--- src/rtl/ucsbece152a_input_conditioner.sv ---
// ----------------------------------------------------------------------------
// ucsbece152a_input_conditioner
//
// Purpose:
//   Front end for the counter / seven-segment top. Each raw push button is
//   synchronized, debounced and edge-detected. A run/pause FSM gates a tick
//   prescaler that produces a one-cycle count-enable pulse every TICK_DIV
//   cycles. The direction button toggles a direction level.
//
// Parameters:
//   SYNC_STAGES     synchronizer depth per button (>= 2)
//   DEBOUNCE_CYCLES consecutive differing cycles before a debounced value flips
//   TICK_DIV        clock cycles per enable_o pulse while running (>= 1)
//
// Ports:
//   clk        in   system clock, rising edge
//   rst        in   synchronous, active-high reset
//   btn_run_i  in   raw run/pause button (asynchronous)
//   btn_dir_i  in   raw direction button (asynchronous)
//   btn_step_i in   raw single-step button (only with STEP_MODE_EN)
//   enable_o   out  registered one-cycle count enable
//   dir_o      out  registered direction level, 1 = up, 0 = down
//   running_o  out  high while the FSM is in RUNNING
//
// Optional feature:
//   Define STEP_MODE_EN to add btn_step_i: a step press while paused issues
//   exactly one enable_o pulse.
// ----------------------------------------------------------------------------

// Per-button conditioning: synchronizer -> debouncer -> rising-edge detect.
module ucsbece152a_input_conditioner_btn #(
    parameter int SYNC_STAGES     = 2,
    parameter int DEBOUNCE_CYCLES = 1000000
) (
    input  logic clk,
    input  logic rst,
    input  logic i_raw,
    output logic o_press
);
    localparam int CW = $clog2(DEBOUNCE_CYCLES + 1);
    localparam logic [CW-1:0] DB_LAST = CW'(DEBOUNCE_CYCLES - 1);

    logic [SYNC_STAGES-1:0] r_sync;
    logic                   r_stable;
    logic                   r_stable_d;
    logic [CW-1:0]          r_count;
    logic                   w_sync;

    assign w_sync = r_sync[SYNC_STAGES-1];

    always_ff @(posedge clk) begin
        // NOTE: every flop here uses <= so the chain shifts one stage per
        // edge; blocking assignments would collapse the synchronizer.
        if (rst) begin
            r_sync     <= '0;
            r_stable   <= 1'b0;
            r_stable_d <= 1'b0;
            r_count    <= '0;
        end else begin
            r_sync     <= {r_sync[SYNC_STAGES-2:0], i_raw};
            r_stable_d <= r_stable;
            if (w_sync == r_stable) begin
                // Any agreement restarts the qualification window.
                r_count <= '0;
            end else if (r_count == DB_LAST) begin
                r_stable <= w_sync;
                r_count  <= '0;
            end else begin
                r_count <= r_count + CW'(1);
            end
        end
    end

    // Only the debounced rising edge counts; release is silent.
    assign o_press = r_stable & ~r_stable_d;
endmodule

module ucsbece152a_input_conditioner #(
    parameter int SYNC_STAGES     = 2,
    parameter int DEBOUNCE_CYCLES = 1000000,
    parameter int TICK_DIV        = 50000000
) (
    input  logic clk,
    input  logic rst,
    input  logic btn_run_i,
    input  logic btn_dir_i,
`ifdef STEP_MODE_EN
    input  logic btn_step_i,
`endif
    output logic enable_o,
    output logic dir_o,
    output logic running_o
);
    // Keep the prescaler at least one bit wide so TICK_DIV == 1 is legal.
    localparam int PW = (TICK_DIV > 1) ? $clog2(TICK_DIV) : 1;
    localparam logic [PW-1:0] PRESC_LAST = PW'(TICK_DIV - 1);

    typedef enum logic {
        PAUSED  = 1'b0,
        RUNNING = 1'b1
    } state_t;

    state_t        r_state;
    logic [PW-1:0] r_presc;
    logic          w_run_press;
    logic          w_dir_press;
    logic          w_step_press;
    logic          w_terminal;

    ucsbece152a_input_conditioner_btn #(
        .SYNC_STAGES    (SYNC_STAGES),
        .DEBOUNCE_CYCLES(DEBOUNCE_CYCLES)
    ) u_btn_run (
        .clk    (clk),
        .rst    (rst),
        .i_raw  (btn_run_i),
        .o_press(w_run_press)
    );

    ucsbece152a_input_conditioner_btn #(
        .SYNC_STAGES    (SYNC_STAGES),
        .DEBOUNCE_CYCLES(DEBOUNCE_CYCLES)
    ) u_btn_dir (
        .clk    (clk),
        .rst    (rst),
        .i_raw  (btn_dir_i),
        .o_press(w_dir_press)
    );

`ifdef STEP_MODE_EN
    ucsbece152a_input_conditioner_btn #(
        .SYNC_STAGES    (SYNC_STAGES),
        .DEBOUNCE_CYCLES(DEBOUNCE_CYCLES)
    ) u_btn_step (
        .clk    (clk),
        .rst    (rst),
        .i_raw  (btn_step_i),
        .o_press(w_step_press)
    );
`else
    assign w_step_press = 1'b0;
`endif

    assign w_terminal = (r_state == RUNNING) && (r_presc == PRESC_LAST);

    always_ff @(posedge clk) begin
        // NOTE: reset clears the synchronizers and debouncers as well, so a
        // button held across reset release must qualify again from scratch.
        if (rst) begin
            r_state   <= PAUSED;
            running_o <= 1'b0;
            enable_o  <= 1'b0;
            dir_o     <= 1'b1;
            r_presc   <= '0;
        end else begin
            // A run press on the terminal count pauses without a pulse; a
            // step press only acts while paused and loses to a run press.
            enable_o <= (w_terminal && !w_run_press) ||
                        ((r_state == PAUSED) && w_step_press && !w_run_press);

            if (w_run_press) begin
                r_state   <= (r_state == RUNNING) ? PAUSED : RUNNING;
                running_o <= (r_state == PAUSED);
                r_presc   <= '0;
            end else if (r_state == RUNNING) begin
                r_presc <= (r_presc == PRESC_LAST) ? '0 : r_presc + PW'(1);
            end else begin
                r_presc <= '0;
            end

            // Toggles on the same edge as enable_o, so a coincident tick
            // steps the counter in the new direction.
            if (w_dir_press) begin
                dir_o <= ~dir_o;
            end
        end
    end
endmodule

--- config.mk ---
export PLATFORM = sky130hd
export DESIGN_NAME = ucsbece152a_input_conditioner
export DESIGN_NICKNAME = d
export VERILOG_FILES = /design/src/rtl/ucsbece152a_input_conditioner.sv
export SDC_FILE = /design/constraint.sdc
export NUM_CORES = 1
export LEC_CHECK = 0
export CAP_MARGIN = 20
export CORE_UTILIZATION = 35
export DETAILED_ROUTE_END_ITERATION = 12
export PLACE_DENSITY_LB_ADDON = 0.3
export SETUP_SLACK_MARGIN = 0.2
export SLEW_MARGIN = 20
export SYNTH_ARGS = -nofsm -noshare
export SYNTH_HDL_FRONTEND = slang
export SYNTH_SLANG_ARGS = --single-unit
--- constraint.sdc ---
create_clock -name clk -period 2.2 [get_ports clk]
set_input_delay 0.22 -clock clk [delete_from_list [all_inputs] [get_ports clk]]
set_output_delay 0.22 -clock clk [all_outputs]
set_load 0.1 [all_outputs]
==> flow_summary_export.csv <==
group,metric,value,unit
placement,gp_congestion,0.755,
clock_network,insertion_delay,350,ps
synth,syn_area,3340,sq um
setup_path,path_delay_family,"simple AND/OR/NAND/NOR gates",
flow_run,drv_cap,0,
die,die_x,99.7,microns
synth,postSynthCellCount,382,
routing,drc_errors,0,
setup_path,cp.arrival,2160,ps
routing,first_pass_iters,5,
routing,viasPerCell,4.86,
placement,post-place-ws,255,ps
final_layout,nets,409,
grt,grt_max_degree,26,
clock_network,clock_path_buffers,2,
routing,drt_iter0_drc,60,
synth,synth.distinct_cells,38,
final_layout,regArea,1550,sq um
setup_path,crit_buf_inv,1,
synth,ys_ff_latch,77,
clock_network,cts_sinks,77,
synth,avgSynthCellArea,8.75,sq um
synth,synth_top_area_share,46.1,%
power,p_per_area,697,nW/um^2
final_layout,fillCellCount,924,
clock_network,cts_tree,"yes",
setup_path,cp-start-kind,"flop",
die,core_area,9240,sq um
grt,grt_pass1_vias,2324,
clock_network,path_clk_slew,80,ps
timing,finalCriticalPeriod,1930,ps
grt,grt_pass1_wl,10400,microns
clock_network,htreeDepth,3,
routing,wire_per_inst,11.0,microns
setup_path,max_stage_delay,580,ps
timing,finalHoldViolations,0,
timing,setup_viol_count_final,0,
final_layout,fin_cells,535,
die,initial_utilization,36.2,%
placement,dp_hpwl,4150,microns
timing,fin_skew,10.9,ps
timing,post-route-period-util,87.7,%
grt,overflow,0,
synth,ys_seq_area_share,46.1,%
setup_path,crit_fanout,9,
grt,grt_usage,12.9,%
timing,setup_ws,271,ps
setup_path,path_cells,"or4b_1 > or4_4 > o21ai_4 > buf_6 > a21oi_1",
clock_network,numCtsBuffers,9,
timing,fmax,518,MHz
min_path,min_path_type,"primary input to flop",
synth,synth_top_area_cell,"dfxtp_1",
setup_path,required,2430,ps
final_layout,drive_gt1_share,11.1,%
setup_path,end_kind,"flop",
final_layout,multi_input_area,1720,sq um
placement,io_buffer_count,6,
final_layout,syn_to_final_growth,15.7,%
power,p_leak,1.10,nW
timing,tns,0,ps
grt,antenna_found_initial,0,
die,ioPinCount,7,
final_layout,antennaDiodeCount,0,
routing,wl,5880,microns
routing,via_count,2600,
outcome,outcome,"complete, no violations",
setup_path,r2r_slack,270,ps
routing,antenna_left,0,
die,fp-row-count,35,
setup_path,critPathKind,"flop to flop",
synth,synth_area_leaders,"dfxtp_1, xnor2_1, nor2_1",
timing,maxSlewViolCount,0,
die,die_area,9950,sq um
synth,ys_warn_count,0,
clock_network,cts_root_buf,"clkbuf_8",
timing,relSlewSlack,61.9,%
timing,rsz0062_at_grt,"true",
placement,place_inst,519,
power,power,2.70,mW
die,fp.dieH,99.7,microns
power,ir_drop,0.000402,V
synth,syn_nets,389,
timing,worst_pin_slew,566,ps
clock_network,cts_hold_buf,0,
setup_path,slowest_stage,"or4_4",
[metal layers]
| metal | GRT usage [%] | part of all wire (%) |
|---|---|---|
| met1 | 16.8 | 51 |
| met2 | 20.5 | 45 |
| met3 | 4.22 | 3.1 |
| met4 | 3.85 | 0.88 |
| met5 | 0 | 0 |
[worst paths after layout]
path | to | cells past startpoint | from
worst max-delay path | u_btn_run.r_count[17] | 5 | u_btn_run.r_count[12]
worst min-delay path | u_btn_dir.r_sync[0] | 2 | btn_dir_i
worst min register to register | u_btn_run.r_sync[1] | 1 | u_btn_run.r_sync[0]
worst max register to register | u_btn_run.r_count[17] | 5 | u_btn_run.r_count[12]
[Yosys cell counts]
cell type and instances:
o21ai_0 15, xor2_1 10, nand3_1 18, or3_1 13, o21ai_4 1, nand4_2 2, and4_1 4, or4_1 6
nor4bb_1 1, o21ai_1 1, a31o_2 3, nor4_1 12, clkbuf_1 7, nand3b_1 1, nor4b_1 2, buf_6 1
o21ba_2 1, and2_1 2, nor3b_1 1, or3b_2 2, nand2_1 17, or2_2 1, or4b_1 2, o31ai_1 1
a21oi_1 18, o21a_1 1, nand2b_1 2, nand4_1 14, nor2b_1 9, or4_4 1, ha_1 3, nor2_1 58
nand4b_1 2, nor3_1 16, and3_1 2, xnor2_1 37, inv_1 18, dfxtp_1 77
[layout make-up]
cell class                      count  area share [%]
Timing Repair Buffer               17            3.69
Multi-Input combinational cell    279            44.4
Clock inverter                      5            2.78
Inverter                           18            1.75
Clock buffer                       10            3.30
Sequential cell                    77            39.9
Tap cell                          129            4.17
[cells by family after synthesis]
group	share of synthesized area, %
xor gates and xnor gates	12.3
and+or+nand+nor	30.2
adders and majority gates	1.12
buffers and inverters	3.14
AOI/OAI and AO/OA	7.11
DFF	46.1
[state kept, by name, indices dropped and copies added (netlist names)]
name,count
u_btn_dir.r_stable,1
dir_o,1
r_presc,26
u_btn_dir.r_count,20
u_btn_run.r_count,20
u_btn_run.r_stable,1
u_btn_run.r_sync,2
u_btn_dir.r_stable_d,1
running_o,1
enable_o,1
u_btn_run.r_stable_d,1
u_btn_dir.r_sync,2
[per-stage QoR]
stage / hold WS, ps / util, % / cell area (sq um)
detailed placement: 425 / 38.9 / 3600
floorplan: 292 / - / 3340
global placement: 421 / 38.9 / 3600
CTS: 390 / 41.5 / 3830
global route: 405 / 41.9 / 3870
finish: 416 / 41.9 / 3870
[what timing repair did]
item	CTS	global route
endpoints found under the setup margin	0	28
resized for setup	0	8
hold endpoints to repair	0	0
setup buffers	0	1
[power by group]
part | switching [mW] | total [mW] | leakage, nW | internal, mW
Sequential | 0.00218 | 1.40 | 0.622 | 1.40
Combinational | 0.0131 | 0.0260 | 0.362 | 0.0129
Clock | 0.516 | 1.27 | 0.117 | 0.756
[cell usage in the layout, fill, tap and decap left out, types with 9 or more instances in the layout]
cell and count:
buf_4 12, dfxtp_1 74, xnor2_1 37, o21ai_0 15, nand2_1 17, nand3_1 18, nor2_1 58, nand4_1 14
or3_1 13, xor2_1 10, nor3_1 16, nor2b_1 9, inv_1 18, clkbuf_8 9, a21oi_1 18, nor4_1 12
Note: power is estimated with default switching activity, not from simulation.
